`config.mk`:
```
export PLATFORM = sky130hd
export DESIGN_NAME = back_ground_draw_gen
export DESIGN_NICKNAME = d
export VERILOG_FILES = /design/src/rtl/bg_draw_pkg.sv /design/src/rtl/bg_frame_sync.sv /design/src/rtl/back_ground_draw_gen.sv
export SDC_FILE = /design/constraint.sdc
export NUM_CORES = 1
export LEC_CHECK = 0
export ABC_AREA = 1
export CAP_MARGIN = 30
export CORE_MARGIN = 10
export CORE_UTILIZATION = 53
export CTS_BUF_LIST = sky130_fd_sc_hd__clkbuf_8
export CTS_CLUSTER_SIZE = 14
export DETAILED_ROUTE_END_ITERATION = 8
export PLACE_DENSITY_LB_ADDON = 0.3
export SYNTH_ARGS = -nofsm -noshare
export SYNTH_HDL_FRONTEND = slang
export SYNTH_SLANG_ARGS = --single-unit
export TNS_END_PERCENT = 100
```
`constraint.sdc`:
```
create_clock -name clk -period 2.5 [get_ports clk]
set_clock_uncertainty 0.15 [all_clocks]
set_input_delay 0.5 -clock clk [delete_from_list [all_inputs] [get_ports clk]]
set_output_delay 0.5 -clock clk [all_outputs]
set_load 0.02 [all_outputs]
```
`src/rtl/bg_draw_pkg.sv`:
```
// Shared types and constants for the background draw generator.
package bg_draw_pkg;

    typedef enum logic [1:0] {
        BG_PLAIN    = 2'd0,
        BG_BRACKETS = 2'd1,
        BG_MATRIX   = 2'd2,
        BG_BLINK    = 2'd3
    } bg_mode_t;

    typedef logic [7:0] rgb332_t;

    localparam rgb332_t RGB_BLACK = 8'h00;
    localparam rgb332_t RGB_WHITE = 8'hFF;

endpackage

```
`src/rtl/bg_frame_sync.sv`:
```
// Frame synchroniser: start-of-frame detection, pending/active mode and blink phase.
module bg_frame_sync
    import bg_draw_pkg::*;
#(
    parameter int unsigned BLINK_FRAMES = 30
) (
    input  logic        clk,
    input  logic        reset,
    input  logic [10:0] pixelX,
    input  logic [10:0] pixelY,
    input  logic [1:0]  mode_in,
    input  logic        mode_load,
    output bg_mode_t    eff_mode,
    output logic        blink_phase
);

    logic     at_origin;
    logic     sof;
    logic     sof_d;
    bg_mode_t pending_q;
    bg_mode_t active_q;
    bg_mode_t next_mode;
    logic [7:0] frame_cnt_q;

    // Origin detection and mode selection for the current pixel
    always_comb begin
        at_origin = (pixelX == 11'd0) && (pixelY == 11'd0);
        sof       = at_origin && !sof_d;
        // A load coincident with sof wins over the stored pending mode
        next_mode = mode_load ? bg_mode_t'(mode_in) : pending_q;
        eff_mode  = sof ? next_mode : active_q;
    end

    // Frame-synchronous state: mode registers and blink counter
    always_ff @(posedge clk) begin
        if (reset) begin
            sof_d       <= 1'b0;
            pending_q   <= BG_PLAIN;
            active_q    <= BG_PLAIN;
            frame_cnt_q <= 8'd0;
            blink_phase <= 1'b0;
        end else begin
            sof_d <= at_origin;
            if (mode_load) begin
                pending_q <= bg_mode_t'(mode_in);
            end
            if (sof) begin
                active_q <= next_mode;
                if (frame_cnt_q == 8'(BLINK_FRAMES - 1)) begin
                    frame_cnt_q <= 8'd0;
                    blink_phase <= ~blink_phase;
                end else begin
                    frame_cnt_q <= frame_cnt_q + 8'd1;
                end
            end
        end
    end

endmodule

```
`src/rtl/back_ground_draw_gen.sv`:
```
// Background generator: classifies each pixel and registers the RGB332 colour.
module back_ground_draw_gen
    import bg_draw_pkg::*;
#(
    parameter int unsigned X_FRAME_SIZE   = 635,
    parameter int unsigned Y_FRAME_SIZE   = 475,
    parameter int unsigned BRACKET_OFFSET = 30,
    parameter int unsigned MATRIX_LEFT_X  = 100,
    parameter int unsigned MATRIX_TOP_Y   = 100,
    parameter int unsigned CELL_W_LOG2    = 4,
    parameter int unsigned CELL_H_LOG2    = 1,
    parameter int unsigned BLINK_FRAMES   = 30,
    parameter rgb332_t     BG_COLOR       = RGB_WHITE,
    parameter rgb332_t     BRACKET_COLOR  = RGB_WHITE
) (
    input  logic        clk,
    input  logic        reset,
    input  logic [10:0] pixelX,
    input  logic [10:0] pixelY,
    input  logic [1:0]  mode_in,
    input  logic        mode_load,
    output logic [7:0]  BG_RGB,
    output logic        bordersDrawReq,
    output logic        blink_phase
);

    localparam logic [10:0] BrLeft   = 11'(BRACKET_OFFSET);
    localparam logic [10:0] BrTop    = 11'(BRACKET_OFFSET);
    localparam logic [10:0] BrRight  = 11'(X_FRAME_SIZE - BRACKET_OFFSET);
    localparam logic [10:0] BrBottom = 11'(Y_FRAME_SIZE - BRACKET_OFFSET);
    localparam logic [10:0] MxLeft   = 11'(MATRIX_LEFT_X);
    localparam logic [10:0] MxTop    = 11'(MATRIX_TOP_Y);
    localparam logic [10:0] MxRight  = 11'(MATRIX_LEFT_X + (16 << CELL_W_LOG2));
    localparam logic [10:0] MxBottom = 11'(MATRIX_TOP_Y + (16 << CELL_H_LOG2));

    bg_mode_t    eff_mode;
    logic        bp;
    logic        mr;
    logic [10:0] dx;
    logic [10:0] dy;
    logic [3:0]  col;
    logic [3:0]  row;
    rgb332_t     matrix_rgb;
    rgb332_t     pix_rgb;
    logic        sel_bracket;

    bg_frame_sync #(
        .BLINK_FRAMES(BLINK_FRAMES)
    ) u_frame_sync (
        .clk        (clk),
        .reset      (reset),
        .pixelX     (pixelX),
        .pixelY     (pixelY),
        .mode_in    (mode_in),
        .mode_load  (mode_load),
        .eff_mode   (eff_mode),
        .blink_phase(blink_phase)
    );

    // Pixel classification: bracket lines and colour-matrix cell
    always_comb begin
        bp = (pixelX == BrLeft) || (pixelY == BrTop) ||
             (pixelX == BrRight) || (pixelY == BrBottom);
        mr = (pixelX >= MxLeft) && (pixelX < MxRight) &&
             (pixelY >= MxTop) && (pixelY < MxBottom);
        // Offsets forced to zero outside the region so no wrapped value leaks out
        dx = mr ? (pixelX - MxLeft) : 11'd0;
        dy = mr ? (pixelY - MxTop) : 11'd0;
        col = 4'(dx >> CELL_W_LOG2);
        row = 4'(dy >> CELL_H_LOG2);
        matrix_rgb = {row, col};
    end

    // Per-mode colour priority
    always_comb begin
        sel_bracket = 1'b0;
        pix_rgb     = BG_COLOR;
        case (eff_mode)
            BG_PLAIN: begin
                sel_bracket = 1'b0;
            end
            BG_BRACKETS: begin
                sel_bracket = bp;
            end
            BG_MATRIX: begin
                sel_bracket = bp;
                if (!bp && mr) begin
                    pix_rgb = matrix_rgb;
                end
            end
            BG_BLINK: begin
                sel_bracket = bp && !blink_phase;
            end
            default: begin
                sel_bracket = 1'b0;
            end
        endcase
        if (sel_bracket) begin
            pix_rgb = BRACKET_COLOR;
        end
    end

    // One-cycle output register
    always_ff @(posedge clk) begin
        if (reset) begin
            BG_RGB         <= RGB_BLACK;
            bordersDrawReq <= 1'b0;
        end else begin
            BG_RGB         <= pix_rgb;
            bordersDrawReq <= sel_bracket;
        end
    end

endmodule

```
After elaboration in Yosys (flattened, before gate mapping)
Cells that the tools add are included.
{ "totals": {"register_bits": 23, "wordCells": 50} }
{ "classes": {"n_addsub": 3, "n_lt_le_gt_ge": 4, "n_eq_ne": 8, "muxes": 9, "n_bitwise": 1, "n_reduce_logical": 18} }
{ "ops": {"columns": ["cell", "count"], "rows": [
  ["8-bit 2-to-1 mux", 5],
  ["11-bit by 5-bit == test with 1-bit output (second input constant)", 2],
  ["11-bit by 7-bit >= comparator with 1-bit output (second input constant)", 2],
  ["11-bit logical NOT", 2],
  ["11-bit by 10-bit == test with 1-bit output (second input constant)", 1],
  ["11-bit by 9-bit == test with 1-bit output (second input constant)", 1],
  ["11-bit by 8-bit less-than comparator with 1-bit output (second input constant)", 1],
  ["11-bit by 9-bit less-than comparator with 1-bit output (second input constant)", 1],
  ["8-bit by 1-bit adder with 8-bit output (second input constant)", 1],
  ["8-bit by 5-bit == test with 1-bit output (second input constant)", 1],
  ["8-bit by 7-bit subtractor with 8-bit output (second input constant)", 1],
  ["1-bit logical AND", 7],
  ["5-bit 2-to-1 mux", 1],
  ["5-bit by 3-bit subtractor with 5-bit output (second input constant)", 1],
  ["2-bit == test (second input constant)", 2],
  ["2-bit 2-to-1 mux", 2],
  ["1-bit logical NOT", 3],
  ["1-bit logical OR", 3],
  ["1-bit case mux with 3 select lines", 1],
  ["2-bit by 1-bit == test with 1-bit output (second input constant)", 1],
  ["2-bit logical NOT", 1],
  ["2-bit AND reduction", 1],
  ["2-bit OR reduction", 1],
  ["1-bit NOT", 1]
]} }

Longest topological paths before layout
Gate-level depths: netlist of the first run.
{ "depth": {"ltp_word": 9, "mapped_depth": 16, "ltp_nobuf": 16} }

Hierarchy
Synthesis of the first run repeated with hierarchy kept, for this count alone.
{ "hier_totals": {"hier_cells": 259, "area_unflattened_um2": 1625.3} }
{ "by_module_without_submodules": {"columns": ["mod", "n_inst", "cells_per_inst", "area_each_um2", "seq_area_each_um2"], "rows": [
  ["bg_frame_sync", 1, 128, 815.8, 280.3],
  ["back_ground_draw_gen", 1, 131, 809.5, 180.2]
]} }

Least setup slack after synthesis of the first run
Ideal clock, no wire load.
{ "synth_timing": {"kind": "input to register", "from": "input pixelY[3]", "to": "register BG_RGB[7]", "setup_ps": 110, "t_arrival_ps": 2056, "required_ps": 2240, "slack_ps": 184, "stages": 16, "path_cell_list": "inv_1 -> ha_1 -> nand2_2 -> nor2_4 -> nand2_4 -> nor2_8 -> nand2_4 -> nand2_4 -> nand2_2 -> inv_1 -> ha_1 -> o21ai_0 -> a21oi_1 -> nand3_1 -> nand2_1 -> inv_1"} }
{ "synth_between": {"elab_cells_between_ends": 27, "classes_between": "add/sub (1); order compare (2); eq/ne (5); mux (6); reduce/logical (13)"} }
{ "synth_rtl": {"columns": ["element", "line_no", "text"], "rows": [
  ["start, declared", "back_ground_draw_gen.sv:19", "input logic [10:0] pixelY,"],
  ["11-bit logical NOT (*)", "bg_frame_sync.sv:27", "at_origin = (pixelX == 11'd0) && (pixelY == 11'd0);"],
  ["1-bit logical AND (*)", "bg_frame_sync.sv:27", null],
  ["1-bit logical AND (*)", "bg_frame_sync.sv:28", "sof = at_origin && !sof_d;"],
  ["2-bit 2-to-1 mux (*)", "bg_frame_sync.sv:31", "eff_mode = sof ? next_mode : active_q;"],
  ["via eff_mode[1]", "back_ground_draw_gen.sv:36", "bg_mode_t eff_mode;"],
  ["2-bit == test / 2-bit by 1-bit == test with 1-bit output (equally long branches)", "back_ground_draw_gen.sv:78", "case (eff_mode)"],
  ["2-bit OR reduction (no source line)", null, null],
  ["1-bit case mux with 3 select lines", "back_ground_draw_gen.sv:78", null],
  ["8-bit 2-to-1 mux (*)", "back_ground_draw_gen.sv:98", "if (sel_bracket) begin"],
  ["end signal, assigned", "back_ground_draw_gen.sv:109", "BG_RGB <= pix_rgb;"],
  ["end, declared", "back_ground_draw_gen.sv:22", "output logic [7:0] BG_RGB,"]
]} }
The timed path passes the listed nets; every way through them passes the cells marked *.
A chain may end at the register's enable or synchronous reset.

Worst setup path in the final report of the first run
{ "layout_timing": {"from": "input pixelX[0]", "to": "register BG_RGB[7]"} }
{ "layout_between": {"elab_cells_between_ends": 27, "classes_between": "order compare (2); eq/ne (5); mux (6); reduce/logical (14)"} }
{ "layout_rtl": {"columns": ["element", "line_no", "text"], "rows": [
  ["start, declared", "back_ground_draw_gen.sv:18", "input logic [10:0] pixelX,"],
  ["11-bit logical NOT (*)", "bg_frame_sync.sv:27", null],
  ["1-bit logical AND (*)", "bg_frame_sync.sv:27", null],
  ["1-bit logical AND (*)", "bg_frame_sync.sv:28", null],
  ["2-bit 2-to-1 mux (*)", "bg_frame_sync.sv:31", null],
  ["via eff_mode[1]", "back_ground_draw_gen.sv:36", null],
  ["2-bit == test / 2-bit by 1-bit == test with 1-bit output (equally long branches)", "back_ground_draw_gen.sv:78", null],
  ["2-bit OR reduction (no source line)", null, null],
  ["1-bit case mux with 3 select lines", "back_ground_draw_gen.sv:78", null],
  ["8-bit 2-to-1 mux (*)", "back_ground_draw_gen.sv:98", null]
]} }
Marked as above.

==> results of run 1 <==
==> repair_timing <==
item	CTS	global route
endpoints found under the setup margin	6	9
pin swaps	0	6
setup buffers	0	3
gates resized for setup	5	21
hold buffers	0	0
==> routing by layer <==
metal | share of wire [%] | vias to the layer above | GRT usage (%)
met5 | 0 | - | 0
met4 | 3.2 | 0 | 6.39
li1 | - | 1037 | -
met1 | 40 | 967 | 18.5
met3 | 8.4 | 24 | 3.92
met2 | 48 | 121 | 26.7
==> state kept, by name, indices dropped and copies added (netlist names) <==
name	cells
BG_RGB	8
bordersDrawReq	1
u_frame_sync.active_q	2
u_frame_sync.blink_phase	1
u_frame_sync.frame_cnt_q	8
u_frame_sync.pending_q	2
u_frame_sync.sof_d	1
==> where the power goes <==
| part | switching [mW] | internal [mW] |
|---|---|---|
| logic | 0.105 | 0.102 |
| registers | 0.00213 | 0.375 |
| clock network | 0.123 | 0.113 |
| total | 0.230 | 0.590 |
==> final cells by class <==
cell class / instances / area share, %
Multi-Input combinational cell: 206 / 44.7
Timing Repair Buffer: 75 / 26.1
Sequential cell: 23 / 17.7
Inverter: 51 / 7.38
Tap cell: 44 / 2.12
Clock buffer: 3 / 1.59
Clock inverter: 1 / 0.289
==> cells in the final DEF (no fill, tap or decap), drive strengths merged <==
cell type,count
o31ai,2
inv,50
dlymetal6s2s,5
ha,8
nand4,8
dfxtp,23
clkinvlp,1
nand2,75
o21ai,10
mux2i,1
buf,39
nand3,26
clkbuf,3
nor3,5
xnor2,1
a21oi,13
clkinv,1
nor2,52
or2,1
clkdlybuf4s50,31
o21bai,2
nand3b,1
nor3b,1
==> worst register-to-register path, cell delays in order (launching register included) <==
cell	delay (ns)
sky130_fd_sc_hd__dfxtp_1	0.31
sky130_fd_sc_hd__inv_1	0.11
sky130_fd_sc_hd__buf_4	0.21
sky130_fd_sc_hd__nand2_4	0.08
sky130_fd_sc_hd__nand2_4	0.05
sky130_fd_sc_hd__nand2_2	0.05
sky130_fd_sc_hd__inv_2	0.09
sky130_fd_sc_hd__ha_4	0.15
sky130_fd_sc_hd__o21ai_0	0.10
sky130_fd_sc_hd__a21oi_1	0.16
sky130_fd_sc_hd__nand3_1	0.09
sky130_fd_sc_hd__nand2_1	0.09
sky130_fd_sc_hd__inv_1	0.07
==> final timing paths <==
path                                                   from                     endpoint  slack, ns  depth (start not counted)
worst min-delay path            u_frame_sync.frame_cnt_q[4]  u_frame_sync.frame_cnt_q[4]       0.34                          2
worst max register to register           u_frame_sync.sof_d                    BG_RGB[7]       0.70                         12
worst max-delay path                              pixelX[0]                    BG_RGB[7]       0.03                         16
worst min register to register  u_frame_sync.frame_cnt_q[4]  u_frame_sync.frame_cnt_q[4]       0.34                          2
==> stage by stage <==
step	power, mW	instance area, µm²	hold slack (ns)	setup WS, ns
2_1_floorplan	0.456	1760	0.297	0.184
3_3_place_gp	0.568	2440	0.311	-0.233
3_5_place_dp	0.573	2440	0.319	-0.347
4_1_cts	0.803	2500	0.330	0.0285
5_1_grt	0.847	2590	0.347	-0.0854
6_report	0.820	2590	0.336	0.0259
==> logic make-up after synthesis <==
group                    after synthesis  synth area share (%)
flip-flops                            23                  26.2
adder cells (fa/ha/maj)                8                  5.69
buffers and inverters                 53                  12.0
AND/OR/NAND/NOR                      169                  46.6
XOR/XNOR                               1                 0.498
multiplexers                           1                 0.569
AO/OA/AOI/OAI                         27                  8.47
==> flow_metrics.py, run 1 <==
metrics = {
    "status": {
        "run_status": "finished clean",
    },
    "cts": {
        "cts.root.buffer_cell": "sky130_fd_sc_hd__clkbuf_8",
        "worst_skew_pair.late_latency_ns": 0.27,
        "clock_tree_from_tritoncts": "built",
        "clockBufferDepth": 2,
        "clock_sink_count": 23,
        "clkSlewWorstSetupHoldPaths_ns": 0.09,
        "cts_inserted_buffers": 3,
        "cts.htree.levels": 1,
    },
    "worst_setup_path": {
        "timing.critical_path.to_type": "flop",
        "start_kind": "primary input",
        "crit_buf_inv": 4,
        "arrival_ns": 2.49,
        "critical-path-top-delay-family": "simple AND/OR/NAND/NOR gates",
        "cp_data_required_time_ns": 2.51,
        "worstPathMaxFanout": 5,
        "critical_path.slowest_cell": "sky130_fd_sc_hd__clkdlybuf4s50_1",
        "max_stage_delay_ns": 0.46,
        "setup.worst_path.class": "primary input to flop",
        "critical_path.cell_chain": "clkdlybuf4s50_1 -> inv_1 -> nand2_1 -> nor2_2 -> nand3_4 -> nor2_8 -> nand2_4 -> nand2_4 -> nand2_2 -> inv_2 -> ha_4 -> o21ai_0 -> a21oi_1 -> nand3_1 -> nand2_1 -> inv_1",
    },
    "place": {
        "place.detailed.hpwl_um": 3900,
        "io_buffers": 36,
        "dp.cells": 396,
        "place_congestion": 0.905,
    },
    "run": {
        "drv_cap": 0,
    },
    "finish": {
        "areaGrowthSynthToFinish_pct": 47.6,
        "final_layout_size_suffix_gt1_share_pct": 23.7,
        "num_antenna_cells": 0,
        "design.final.nets": 395,
        "finish.cell_count_without_fillers": 403,
        "register_area_um2": 460,
        "multiInputGateArea_um2": 1160,
        "fillers": 203,
        "finish.utilization_pct": 83.6,
    },
    "sta": {
        "fin_crit_sh_pct": 99.0,
        "final_hold_viol_count": 0,
        "slew_headroom_pct": 74.1,
        "drv_slew": 0,
        "min_period_ns": 2.47,
        "worst-slew-pin-transition_ns": 0.387,
        "max_freq_ghz": 0.404,
        "timing.setup.tns_ns": 0,
        "finalSetupViolCount": 0,
    },
    "synthesis": {
        "yosysMostFrequentCell": "sky130_fd_sc_hd__nand2_1",
        "post_synth_main_area_contributors": "sky130_fd_sc_hd__dfxtp_1 (26%), sky130_fd_sc_hd__nand2_1 (14%), sky130_fd_sc_hd__nor2_1 (9.6%), sky130_fd_sc_hd__inv_1 (9.0%), sky130_fd_sc_hd__nand3_1 (7.1%)",
        "yosys_most_used_dff": "sky130_fd_sc_hd__dfxtp_1",
        "synth.distinct_cells": 31,
        "synthesis.area_um2": 1760,
        "synth_sequential_area_ratio_pct": 26.2,
        "synth.avg_cell_area_um2": 6.23,
        "share_of_yosys_cell_area_claimed_by_the_top_area_cell_type_pct": 26.2,
        "ys_async_sr_fraction_pct": 0,
        "ys_seq_elements": 23,
        "yosysTopAreaCell": "sky130_fd_sc_hd__dfxtp_1",
        "syn_inst": 282,
        "netlist_top_cells_count": "sky130_fd_sc_hd__nand2_1 (67), sky130_fd_sc_hd__nor2_1 (45), sky130_fd_sc_hd__inv_1 (42)",
        "synth_edf_count": 0,
        "synth_warnings": 0,
        "syn-num-nets": 317,
    },
    "floorplan": {
        "fp.dieW_um": 77.6,
        "site_row_count": 20,
        "effective_utilization_at_floorplan_pct": 56.7,
        "die_span_y_um": 77.6,
        "io_pins": 37,
        "die_area_um2": 6020,
        "core_region_area_um2": 3100,
    },
    "routing": {
        "drt_wl_total_um": 5680,
        "drt_pass1_iterations": 5,
        "vias": 2149,
        "starting_drt_drc_count": 248,
        "antenna_left": 0,
        "detail_route.wl_per_cell_um": 14.1,
        "post-route-drc-count": 0,
        "viasPerCell": 5.33,
    },
    "global_route": {
        "grt_antenna_before_repair": 0,
        "grt_pass1_vias": 1876,
        "grt.total_usage_pct": 15.8,
        "grt_start_max_net_pins": 15,
        "grt_first_pass_wirelength_um": 8090,
        "globalRouteOverflowTotal": 0,
    },
    "pwr": {
        "pwr_density_cell_nw_per_um2": 316,
        "vdd_drop_max_mv": 0.236,
        "power.leakage_nw": 1.27,
    },
    "hold_path": {
        "min-delay-path-class": "flop to flop",
    },
}
No activity file was read; power rests on OpenSTA's default activity.
==> inputs of run 2 (changes only) <==
- CORE_MARGIN: 10 -> 2
- CORE_UTILIZATION: 53 -> 52
- SLEW_MARGIN: unset -> 10
- SYNTH_HIERARCHICAL: unset -> 1
==> flow_metrics.py, run 2 <==
metrics = {
    "floorplan": {
        "effective_utilization_at_floorplan_pct": 54.1,
        "site_row_count": 20,
        "die_area_um2": 3590,
        "io_pins": 37,
        "core_region_area_um2": 3000,
        "fp.dieW_um": 59.9,
        "die_span_y_um": 59.9,
    },
    "worst_setup_path": {
        "timing.reg2reg.setup_slack_ns": 0.81,
        "max_stage_delay_ns": 0.42,
        "setup.worst_path.class": "primary input to flop",
        "arrival_ns": 2.37,
        "timing.critical_path.to": "bordersDrawReq",
        "worst_r2r_path_depth": 11,
        "critical_path.most_common_cell": "sky130_fd_sc_hd__nand2_1",
        "cp_data_required_time_ns": 2.48,
        "timing.critical_path.to_type": "flop",
        "critical_path.cell_chain": "clkdlybuf4s50_1 -> or2_1 -> nor2_2 -> nand4_4 -> clkinv_4 -> nand2_1 -> nand2_1 -> inv_1 -> ha_1 -> a21oi_1 -> nor2_1 -> nand2_1 -> nor2_1",
        "start_kind": "primary input",
        "worstPathMaxFanout": 5,
        "critical_path.slowest_cell": "sky130_fd_sc_hd__clkdlybuf4s50_1",
        "timing.rr.start": "u_frame_sync/sof_d",
        "startpoint": "pixelX[3]",
        "timing.rr.end": "bordersDrawReq",
    },
    "cts": {
        "cts.htree.levels": 1,
        "clkSlewWorstSetupHoldPaths_ns": 0.07,
        "clock_sink_count": 23,
        "worst_skew_pair.late_latency_ns": 0.26,
        "cts_post_setup_buffers_inserted": 0,
        "clock_tree_from_tritoncts": "built",
        "clockBufferDepth": 2,
        "cts_inserted_buffers": 3,
        "cts.root.buffer_cell": "sky130_fd_sc_hd__clkbuf_8",
    },
    "place": {
        "post_dp_cell_area_um2": 2200,
        "place.detailed.hpwl_um": 3060,
        "io_buffers": 36,
        "placement.setup.worst_slack_ns": -0.209,
        "place_congestion": 0.823,
    },
    "sta": {
        "timing.setup.tns_ns": 0,
        "drv_slew": 0,
        "fin_crit_sh_pct": 95.6,
        "finalSetupViolCount": 0,
        "setup_slack_ns": 0.110,
        "max_freq_ghz": 0.418,
        "worst-slew-pin-transition_ns": 0.563,
        "min_period_ns": 2.39,
        "final_hold_viol_count": 0,
        "slew_headroom_pct": 62.3,
    },
    "routing": {
        "vias": 1734,
        "antenna_left": 0,
        "starting_drt_drc_count": 94,
        "detail_route.wl_per_cell_um": 10.4,
        "drt_wl_total_um": 3710,
        "viasPerCell": 4.88,
        "drt_pass1_iterations": 5,
        "post-route-drc-count": 0,
    },
    "global_route": {
        "grt_start_max_net_pins": 16,
        "grt_antenna_before_repair": 0,
        "grt_first_pass_wirelength_um": 6250,
        "globalRouteOverflowTotal": 0,
        "grt_pass1_vias": 1568,
        "grt.total_usage_pct": 22.5,
    },
    "synthesis": {
        "ys_seq_elements": 23,
        "syn_inst": 259,
        "synth_warnings": 6,
        "ys_async_sr_fraction_pct": 0,
        "synthesis.area_um2": 1630,
        "yosys_most_used_dff": "sky130_fd_sc_hd__dfxtp_1",
        "synth.distinct_cells": 27,
        "synth.avg_cell_area_um2": 6.28,
        "share_of_yosys_cell_area_claimed_by_the_top_area_cell_type_pct": 28.3,
        "netlist_top_cells_count": "sky130_fd_sc_hd__nand2_1 (71), sky130_fd_sc_hd__inv_1 (43), sky130_fd_sc_hd__nor2_1 (41)",
        "synth_edf_count": 0,
        "post_synth_main_area_contributors": "sky130_fd_sc_hd__dfxtp_1 (28%), sky130_fd_sc_hd__nand2_1 (16%), sky130_fd_sc_hd__inv_1 (9.9%), sky130_fd_sc_hd__nor2_1 (9.5%), sky130_fd_sc_hd__ha_1 (6.2%)",
        "synth_sequential_area_ratio_pct": 28.3,
        "syn-num-nets": 294,
        "yosysTopAreaCell": "sky130_fd_sc_hd__dfxtp_1",
        "yosysMostFrequentCell": "sky130_fd_sc_hd__nand2_1",
    },
    "finish": {
        "most_used_cells_in_the_layout_excluding_fill_and_tap_cells": "sky130_fd_sc_hd__nand2_1 (71), sky130_fd_sc_hd__inv_1 (43), sky130_fd_sc_hd__nor2_1 (38)",
        "biggest_regs": "BG_RGB: 8 flops, u_frame_sync/frame_cnt_q: 8 flops",
        "areaGrowthSynthToFinish_pct": 39.3,
        "mostFrequentLayoutCell": "sky130_fd_sc_hd__nand2_1",
        "fillers": 251,
        "num_antenna_cells": 0,
        "final_layout_size_suffix_gt1_share_pct": 16.8,
        "finish.instance_area_um2": 2260,
        "design.final.nets": 358,
    },
    "run": {
        "drv_cap": 0,
    },
    "pwr": {
        "power.leakage_nw": 1.07,
        "vdd_drop_max_mv": 0.251,
        "pwr_density_cell_nw_per_um2": 343,
    },
    "hold_path": {
        "min-delay-path-class": "flop to flop",
    },
    "status": {
        "run_status": "finished clean",
    },
}
[run 2: critical path: cells and delay by family]
kind            cells  cell delay (ns)
compound gates      1             0.13
fa+ha+maj           1             0.27
buf+inv             3             0.55
simple gates        8             0.91
[run 2: metal layers]
layer  vias to the layer above  part of all wire, %  global-route usage, %  routed length [µm]
li1                        932                    -                      -                   -
met1                       760                   47                   27.9                1730
met2                        40                   49                   39.4                1830
met3                         2                  3.6                   5.19                 132
met4                         0                 0.57                   4.44                  21
met5                         -                    0                      0                   0
[run 2: area by class of cell]
class | instances | area (µm²) | area share, %
clock buffer | 3 | 41.3 | 1.82
clock inverter | 1 | 5.00 | 0.221
inverter | 46 | 178 | 7.85
multi-input combinational | 187 | 982 | 43.4
sequential | 23 | 460 | 20.3
tap | 33 | 41.3 | 1.82
timing repair buffer | 62 | 556 | 24.5
[run 2: worst min-delay path by stage]
stage,startpoint,end,slack [ns],cells after the start
final,u_frame_sync/active_q[0],u_frame_sync/active_q[0],0.35,2
after global routing,u_frame_sync/active_q[0],u_frame_sync/active_q[0],0.36,2
after CTS,u_frame_sync/active_q[0],u_frame_sync/active_q[0],0.35,2
after detailed placement,u_frame_sync/active_q[0],u_frame_sync/active_q[0],0.34,2
after global placement,u_frame_sync/active_q[0],u_frame_sync/active_q[0],0.32,2
after floorplan,u_frame_sync/active_q[0],u_frame_sync/active_q[0],0.30,2
[run 2: stage by stage]
stage | power (mW) | utilization (%) | instances | hold WS, ns
after floorplan | 0.457 | - | 259 | 0.301
after global placement | 0.560 | 73.3 | 351 | 0.318
after global routing | 0.817 | 75.4 | 355 | 0.360
after detailed placement | 0.564 | 73.3 | 351 | 0.336
after CTS | 0.784 | 74.9 | 355 | 0.347
final | 0.776 | 75.4 | 355 | 0.348
[run 2: logic make-up after synthesis]
logic type	count (synthesis)	share of synthesized area, %
compound gates	16	5.77
xor+xnor	6	3.23
fa+ha+maj	8	6.16
buf+inv	49	12.2
flops	23	28.3
simple gates	157	44.3
[run 2: what timing repair did]
item / CTS / global route
hold buffers: 0 / 0
resized for setup: 0 / 5
setup endpoints to repair: 0 / 9
[run 2: report_power, final]
group,leakage (nW),total (mW),switching (mW),internal (mW)
logic,0.858,0.180,0.0868,0.0927
registers,0.189,0.377,0.00218,0.375
clock network,0.0255,0.219,0.108,0.111
total,1.07,0.776,0.197,0.579
